$ cat src/rtl/dcache_wb_pkg.sv
// Shared definitions for the writeback-stage data cache.
package dcache_wb_pkg;

  // Controller states: idle/lookup, bus transfer in flight, completion cycle.
  typedef enum logic [1:0] {
    DC_IDLE = 2'd0,
    DC_BUS  = 2'd1,
    DC_DONE = 2'd2
  } dc_state_t;

  // Every transfer is a full 32-bit word.
  localparam logic [3:0] WB_SEL_ALL = 4'b1111;

endpackage : dcache_wb_pkg

$ cat src/rtl/dcache_array.sv
// Direct-mapped storage: valid flops (cleared together on reset), plus tag and
// data arrays with asynchronous read and a single shared write port.
module dcache_array #(
  parameter int LINES = 16,
  parameter int IDX_W = 4,
  parameter int TAG_W = 26
) (
  input  logic             clk_i,
  input  logic             rst_i,
  input  logic [IDX_W-1:0] idx,
  input  logic [TAG_W-1:0] tag,
  input  logic             wr_en,
  input  logic [31:0]      wr_data,
  output logic             hit,
  output logic [31:0]      rdata
);

  logic [LINES-1:0] valid_reg;
  logic [TAG_W-1:0] tag_mem  [LINES];
  logic [31:0]      data_mem [LINES];

  // One flop per line; all lines drop to invalid on the same reset edge.
  for (genvar gi = 0; gi < LINES; gi++) begin : g_valid
    always_ff @(posedge clk_i) begin
      if (!rst_i) begin
        valid_reg[gi] <= 1'b0;
      end else if (wr_en && (idx == IDX_W'(gi))) begin
        valid_reg[gi] <= 1'b1;
      end
    end
  end

  // Tag/data arrays are never cleared; the valid bit guards stale contents.
  always_ff @(posedge clk_i) begin
    if (wr_en) begin
      tag_mem[idx]  <= tag;
      data_mem[idx] <= wr_data;
    end
  end

  assign hit   = valid_reg[idx] && (tag_mem[idx] == tag);
  assign rdata = data_mem[idx];

endmodule : dcache_array

$ cat src/rtl/dcache_wb.sv
// Direct-mapped, write-through, no-write-allocate data cache behind the
// writeback stage. Misses and all stores are sent over a Wishbone B3 classic
// master port while stall_o holds the pipeline.
module dcache_wb
  import dcache_wb_pkg::*;
#(
  parameter int LINES  = 16,
  parameter int ADDR_W = 32
) (
  input  logic              clk_i,
  input  logic              rst_i,
  input  logic              req_i,
  input  logic              we_i,
  input  logic [ADDR_W-1:0] address_i,
  input  logic [31:0]       data_i,
  output logic [31:0]       data_o,
  output logic              stall_o,
  output logic              wb_cyc_o,
  output logic              wb_stb_o,
  output logic              wb_we_o,
  output logic [ADDR_W-1:0] wb_adr_o,
  output logic [31:0]       wb_dat_o,
  output logic [3:0]        wb_sel_o,
  input  logic [31:0]       wb_dat_i,
  input  logic              wb_ack_i
);

  localparam int IDX_W = $clog2(LINES);
  localparam int TAG_W = ADDR_W - 2 - IDX_W;

  dc_state_t         state_reg, state_next;
  logic              cyc_reg, cyc_next;
  logic              we_reg, we_next;
  logic [ADDR_W-1:0] adr_reg, adr_next;
  logic [31:0]       dat_reg, dat_next;
  logic [31:0]       result_reg, result_next;

  logic              arr_wr;
  logic              arr_wr_en;
  logic [31:0]       arr_wdata;
  logic              stall;
  logic [IDX_W-1:0]  idx;
  logic [TAG_W-1:0]  tag;
  logic              hit;
  logic [31:0]       rdata;
  logic [1:0]        unused_byte_bits;

  // Byte offset within the word plays no part in lookup or bus address.
  assign unused_byte_bits = address_i[1:0];

  assign idx = address_i[2+IDX_W-1:2];
  assign tag = address_i[ADDR_W-1:2+IDX_W];

  // Array writes are suppressed while reset is asserted so an in-flight
  // transfer cannot leave a half-written line behind.
  assign arr_wr_en = arr_wr & rst_i;

  dcache_array #(
    .LINES (LINES),
    .IDX_W (IDX_W),
    .TAG_W (TAG_W)
  ) u_array (
    .clk_i   (clk_i),
    .rst_i   (rst_i),
    .idx     (idx),
    .tag     (tag),
    .wr_en   (arr_wr_en),
    .wr_data (arr_wdata),
    .hit     (hit),
    .rdata   (rdata)
  );

  // State and bus-side registers; reset drops cyc immediately so late acks
  // see no open cycle.
  always_ff @(posedge clk_i) begin
    if (!rst_i) begin
      state_reg  <= DC_IDLE;
      cyc_reg    <= 1'b0;
      we_reg     <= 1'b0;
      adr_reg    <= '0;
      dat_reg    <= '0;
      result_reg <= '0;
    end else begin
      state_reg  <= state_next;
      cyc_reg    <= cyc_next;
      we_reg     <= we_next;
      adr_reg    <= adr_next;
      dat_reg    <= dat_next;
      result_reg <= result_next;
    end
  end

  // Next-state, bus issue and array update decisions.
  always_comb begin
    state_next  = state_reg;
    cyc_next    = cyc_reg;
    we_next     = we_reg;
    adr_next    = adr_reg;
    dat_next    = dat_reg;
    result_next = result_reg;
    arr_wr      = 1'b0;
    arr_wdata   = wb_dat_i;
    stall       = 1'b0;

    case (state_reg)
      DC_IDLE: begin
        if (req_i && (we_i || !hit)) begin
          stall      = 1'b1;
          cyc_next   = 1'b1;
          we_next    = we_i;
          adr_next   = {address_i[ADDR_W-1:2], 2'b00};
          dat_next   = data_i;
          state_next = DC_BUS;
        end
      end
      DC_BUS: begin
        stall = 1'b1;
        if (wb_ack_i) begin
          cyc_next   = 1'b0;
          state_next = DC_DONE;
          if (!we_reg) begin
            result_next = wb_dat_i;
            arr_wr      = 1'b1;
            arr_wdata   = wb_dat_i;
          end else if (hit) begin
            // Write-through on a resident line; misses do not allocate.
            arr_wr    = 1'b1;
            arr_wdata = dat_reg;
          end
        end
      end
      DC_DONE: begin
        state_next = DC_IDLE;
      end
      default: begin
        state_next = DC_IDLE;
        cyc_next   = 1'b0;
      end
    endcase
  end

  assign stall_o  = stall;
  assign data_o   = (state_reg == DC_DONE) ? result_reg : rdata;
  assign wb_cyc_o = cyc_reg;
  assign wb_stb_o = cyc_reg;
  assign wb_we_o  = we_reg;
  assign wb_adr_o = adr_reg;
  assign wb_dat_o = dat_reg;
  assign wb_sel_o = WB_SEL_ALL;

endmodule : dcache_wb

$ cat config.mk
export PLATFORM = sky130hd
export DESIGN_NAME = dcache_wb
export DESIGN_NICKNAME = d
export VERILOG_FILES = /design/src/rtl/dcache_wb_pkg.sv /design/src/rtl/dcache_array.sv /design/src/rtl/dcache_wb.sv
export SDC_FILE = /design/constraint.sdc
export NUM_CORES = 1
export LEC_CHECK = 0
export ABC_AREA = 1
export BUFFER_PORTS_ARGS = -buffer_cell sky130_fd_sc_hd__buf_4
export CAP_MARGIN = 30
export CORE_MARGIN = 2
export CORE_UTILIZATION = 29
export DETAILED_ROUTE_END_ITERATION = 7
export GPL_TIMING_DRIVEN = 0
export SLEW_MARGIN = 5
export SYNTH_ARGS = -nofsm -noshare
export SYNTH_HDL_FRONTEND = slang
export SYNTH_SLANG_ARGS = --single-unit
$ cat constraint.sdc
create_clock -name clk_i -period 14.57 [get_ports clk_i]
set_input_delay 2.914 -clock clk_i [delete_from_list [all_inputs] [get_ports clk_i]]
set_output_delay 2.914 -clock clk_i [all_outputs]
set_load 0.02 [all_outputs]
Word-level counts from Yosys, hierarchy flattened
Memory sizes are Yosys's and may differ from the RTL's. Index checks and enable logic that the tools add are counted.

Magnitude comparators: 1. Bitwise operators: 3. Muxes and demuxes: 21. Reduce and logical (&&, ||, !) cells: 26. Eq/ne operators: 20.

Operators with widths (count): 32-bit two-way mux (5); 4-bit == test, second input constant (8); 26-bit == test (1); 1-bit logical AND (18); 4-bit by 3-bit == test with 1-bit output, second input constant (4); 1-bit two-way mux (10); 4-bit by 2-bit == test with 1-bit output, second input constant (2); 3-bit AND reduction (2); 4-bit by 5-bit < comparator with 1-bit output, second input constant (1); 1-bit binary-select mux with 4-bit select (1); 4-bit by 1-bit == test with 1-bit output, second input constant (1); 4-bit zero test (1); 2-bit two-way mux (2); 2-bit != test, second input constant (2); 2-bit case mux with 2 select lines (1); 2-bit AND reduction (2); 1-bit case mux with 3 select lines (1); 2-bit by 1-bit == test with 1-bit output, second input constant (1); 2-bit == test, second input constant (1); 2-bit zero test (1); 1-bit NOT (2); 1-bit case mux with 2 select lines (1); 1-bit bitwise AND (1); 1-bit zero test (1); 1-bit logical OR (1).

Flip-flop bits (word level): 114. Input port bits: 101. Output and inout port bits: 104. Memory bits (writable): 928. Memories: 2.

Memory list: u_array.data_mem (words 16, width 32, read ports 1, clocked after memory_dff 0, wr ports 1, line dcache_array.sv:20) `logic [31:0] data_mem [LINES];`; u_array.tag_mem (words 16, width 26, read ports 1, clocked after memory_dff 0, wr ports 1, line dcache_array.sv:19) `logic [TAG_W-1:0] tag_mem [LINES];`.

Depth between registers and ports, before layout
Depth after elaboration: 10. Depth in mapped cells: 24. Mapped depth without buffers: 19.

Modules after synthesis
A second synthesis with hierarchy kept.

Cells, all modules: 3719. Area total of the unflattened synthesis: 41946.5 µm².

Modules (own cells, without submodules): dcache_array (cells an instance 2873, area each 36925.4 µm², sequential area each 28187.0 µm², instances 1); dcache_wb (cells an instance 846, area each 5021.1 µm², sequential area each 1961.9 µm², instances 1).

Worst setup path after synthesis
Ideal clock, no wire load.

Kind: input to output. From: input port address_i[3]. To: output port stall_o. Slack: 6.726 ns. Data arrival time: 4.930 ns. Cell stages on the path: 19. Cells stage by stage: buf_4 > nand2_4 > inv_2 > buf_6 > buf_2 > nand2_1 > nand2_1 > o21ai_1 > nand2_1 > o21bai_1 > nand2_1 > nor2_1 > nand3_1 > nor2_1 > nand3_1 > nand3_2 > buf_4 > buf_6 > o21ai_0.

Cells in the longest elaborated chain, start to end: 8. Elaborated cells between the ends (all ways): 10.

RTL lines: start, declared (line dcache_wb.sv:14) `input logic [ADDR_W-1:0] address_i,`; memory read 16 x 26 bit / 1-bit binary-select mux with 4-bit select (equally long branches); 26-bit == test / 1-bit two-way mux (equally long branches) (line dcache_array.sv:41) `assign hit = valid_reg[idx] && (tag_mem[idx] == tag);`; 1-bit logical AND (*) (line dcache_array.sv:41); 1-bit zero test (*) (line dcache_wb.sv:107) `if (req_i && (we_i || !hit)) begin`; 1-bit logical OR (*) (line dcache_wb.sv:107); 1-bit logical AND (*) (line dcache_wb.sv:107); 1-bit two-way mux (*) (line dcache_wb.sv:107); 1-bit case mux with 2 select lines (*) (line dcache_wb.sv:105) `case (state_reg)`; end, declared (line dcache_wb.sv:17) `output logic stall_o,`.

Mark *: on every way between the ends. The rest lies on a longest branch, timed or not. The select of a mux whose other input is x is not followed.

Final worst setup path
From: input port address_i[3]. To: output port data_o[5].

Cells in the longest elaborated chain, start to end: 2.

RTL lines: memory read 16 x 32 bit; 32-bit two-way mux (line dcache_wb.sv:143) `assign data_o = (state_reg == DC_DONE) ? result_reg : rdata;`; end, declared (line dcache_wb.sv:16) `output logic [31:0] data_o,`.

No other way between the ends.

==> summary.md <==
| Metric | Value |
|---|---|
| Run status | finished, final reports clean |
| Hold/Removal Path Class | reg -> reg |
| DP Wirelength | just under 90000 um |
| Pwr/cell area | approximately 130 nW/um^2 |
| Residual DRC | 0 |
| Reg2reg end | u_array.data_mem[11][25] |
| Worst slew margin | 0.255 |
| Final ANT Viol Nets | 0 |
| Ports | ~210 |
| Peak supply drop | between 0.0001 and 0.00015 V |
| Fill cells | ~14000 |
| Worst Hold Depth | 2 |
| Layout cell share with drive strength beyond 1 | 0.136 |
| Row cnt | between 100 and 150 |
| # Post-CTS Setup Buffers | 0 |
| Clk slew on worst S/H paths | approximately 0.070 ns |
| Vias | about 29000 |
| WHS Endpoint | u_array.valid_reg[9] |
| Final Power | around 6.6 mW |
| R2R Path Start | u_array.tag_mem[13][18] |
| Worst Reg-to-Reg Cells | 18 |
| Largest net degree at the start of global routing | between 40 and 50 |
| CTS Hold Bufs | 0 |
| Port bufs | between 150 and 200 |
| Critical Path Source Type | input pin |
| FMAX | just over 100 MHz |
| Sequential area share after synthesis | 0.732 |
| Final TNS setup | 0 ns |
| Final core utilization | 0.351 |
| Final setup violating endpoints | 0 |
| Post-synth top area share | 0.677 |
| Die area | about 150000 um^2 |
| DRT iter0 DRCs | roughly 3700 |
| Clock tree sinks | approximately 1000 |
| Clk_lat worst skew | a little over 0.7 ns |
| Post-route insts no fill | between 5000 and 6000 |
| Max clock buf depth | 3 |
| Pre-CTS WS | about 5 ns |
| Synthesized-area fraction occupied by adder cells | 0 |
| Hold path start | u_array.valid_reg[9] |
| RePlAce Congestion | between 0.8 and 0.9 |
| Cell variety after synth | 37 |
| Yosys warns | 0 |
| Final Max Slew Viols | 0 |
| Maximum fanout along the worst path | 10 |
| Pleak | ~18 nW |
| Core area | 141000 um^2 |
| CTS tree | done |
| Initial antenna violation count | 4 |
| Num CTS Buffers | 104 |
| Syn Inst Count | 3462 |
| Worst setup EP type | output pin |
| Fin crit period | between 9 and 10 ns |
| Synth area leader | edfxtp_1 |
| Starting Density | 0.292 |
| Synth Area in Compound Gates | 0.0862 |
| CP Class | in -> out |
| Max-cap violations | 0 |
| Simple-Gate Fraction of Synth Area | 0.146 |
| Top cells by area, synth | edfxtp_1 68%, nand2_1 10%, dfxtp_1 5.5% |
| Placed cells | 5600 |
| Synthesized area | 41200 um^2 |
| Nets | 3929 |
| Design area | a little under 50000 um^2 |
| #FFs+latches synth | ~1000 |
| WP data arrival | 6.74 ns |
| Chip Height | about 380 um |
| H-tree Lvls | 3 |
| Initial DRT Pass Iterations | 6 |
| RSZ-0062 raised after global routing | no |
| WL/cell | around 23 um |
| Slew @ Worst Pin | approximately 1.1 ns |
| Top flop regs | u_array.data_mem: 512 flops, u_array.tag_mem: 416 flops |
| Post_cts resized | 0 |
| XOR/XNOR Fraction of Synth Area | 0 |
| Area delta synth->final | 20.5% |
| CP Data Required Time | ~12 ns |
| Antenna diodes | 0 |
| Sw frac | 0.237 |
| Die X | around 380 um |
| Vias in the first global route | 27400 |
| First-pass GRT wire length | 189000 um |
| Number of flip-flops in the largest register | between 500 and 600 |
| Period utilization | 0.663 |
| Clock Skew | ~0.027 ns |
| Sequential Power Share | 0.500 |
| Reg2Reg Setup Slack | about 11 ns |
| Pint | 5.02 mW |
| GRT Residual Overflow | 0 |
| Root buffer cell | clkbuf_16 |
| Global-route usage over all layers | 0.178 |
| Clock network power share | 0.421 |
| Final hold vios | 0 |
| Syn Area/Cell | 11.9 um^2 |
| Placed cell area | 46000 um^2 |
| Largest Register | u_array.data_mem |
| Post-synthesis mux area share | 0 |
| Largest family of logic cells by synthesized area | simple AND/OR/NAND/NOR gates |
| Worst hold slack | between 0.4 and 0.5 ns |
| Via density per instance | 4.96 |
| Final WS setup | slightly below 5 ns |
| Drt total wl | between 100000 and 150000 um |
| Power share of the combinational group | 0.079 |
| Sw power | about 1.6 mW |
-- routing by layer --
layer / part of all wire / up-vias / GRT usage
met5: 0.000098 / - / 0
met4: 0.024 / 2 / 0.0465
met3: 0.11 / 215 / 0.0479
met2: 0.45 / 1546 / 0.276
met1: 0.42 / 14100 / 0.245
li1: - / 12900 / -
-- cells by family (layout without fill, tap and decap cells) --
| kind of cell | after synthesis | in the layout |
|---|---|---|
| AO/OA/AOI/OAI | 563 | 563 |
| buffers and inverters | 317 | 761 |
| flip-flops | 1042 | 1042 |
| other | 2 | 6 |
| AND/OR/NAND/NOR | 1538 | 1538 |
-- cells in the final DEF (no fill, tap or decap), drive strengths merged --
cell      instances
a21oi           161
nor3             10
bufinv           14
o21bai           11
o22ai             8
nor3b             1
clkinvlp          3
dfxtp           114
nor4             15
o2111ai           1
clkbuf          219
inv             126
a22oi           256
nand3            67
a211oi           17
nand2          1127
edfxtp          928
nand4            14
clkinv           42
nor2            300
buf             357
o21ai           109
or2               2
conb              6
nand3b            2
-- worst max path at each step --
stage,start,end,slack [ns]
finish,address_i[3],data_o[5],4.92
global route,address_i[5],stall_o,4.74
CTS,address_i[5],stall_o,4.99
detailed placement,address_i[5],stall_o,5.02
global placement,address_i[5],u_array.tag_mem[12][5],2.16
floorplan,address_i[3],stall_o,6.73
-- layout make-up --
type,instances,area (um^2),share of cell area
Timing Repair Buffer,256,2470,0.0499
Buffer,197,1020,0.0206
Clock inverter,65,742,0.0150
Tap cell,1890,2360,0.0477
Clock buffer,123,2730,0.0551
Sequential cell,1042,30100,0.608
Multi-Input combinational cell,2107,9650,0.195
Inverter,120,468,0.00943
-- synthesized netlist by cell type (all sizes together) --
cell,number
nand2,1127
edfxtp,928
nor2,300
a22oi,256
a21oi,161
inv,118
dfxtp,114
o21ai,109
buf,102
clkbuf,95
nand3,67
a211oi,17
nor4,15
nand4,14
o21bai,11
nor3,10
o22ai,8
clkinv,2
conb,2
nand3b,2
or2,2
nor3b,1
o2111ai,1
-- power groups by stage --
stage,Sequential [mW],Combinational [mW],Clock [mW]
2_1_floorplan,3.37,0.248,0
3_3_place_gp,3.35,0.504,0
3_5_place_dp,3.35,0.516,0
4_1_cts,3.29,0.518,2.80
5_1_grt,3.29,0.565,2.91
6_report,3.29,0.523,2.77
-- critical path: stages --
cell and delay, ns:
buf_4 0.18, nor2_1 0.30, clkbuf_1 0.66, clkbuf_1 0.52, clkbuf_1 0.62, a22oi_1 0.18, a21oi_1 0.23, a211oi_1 0.08
a21oi_1 0.75, buf_4 0.28
(Power assumes the default switching activity.)
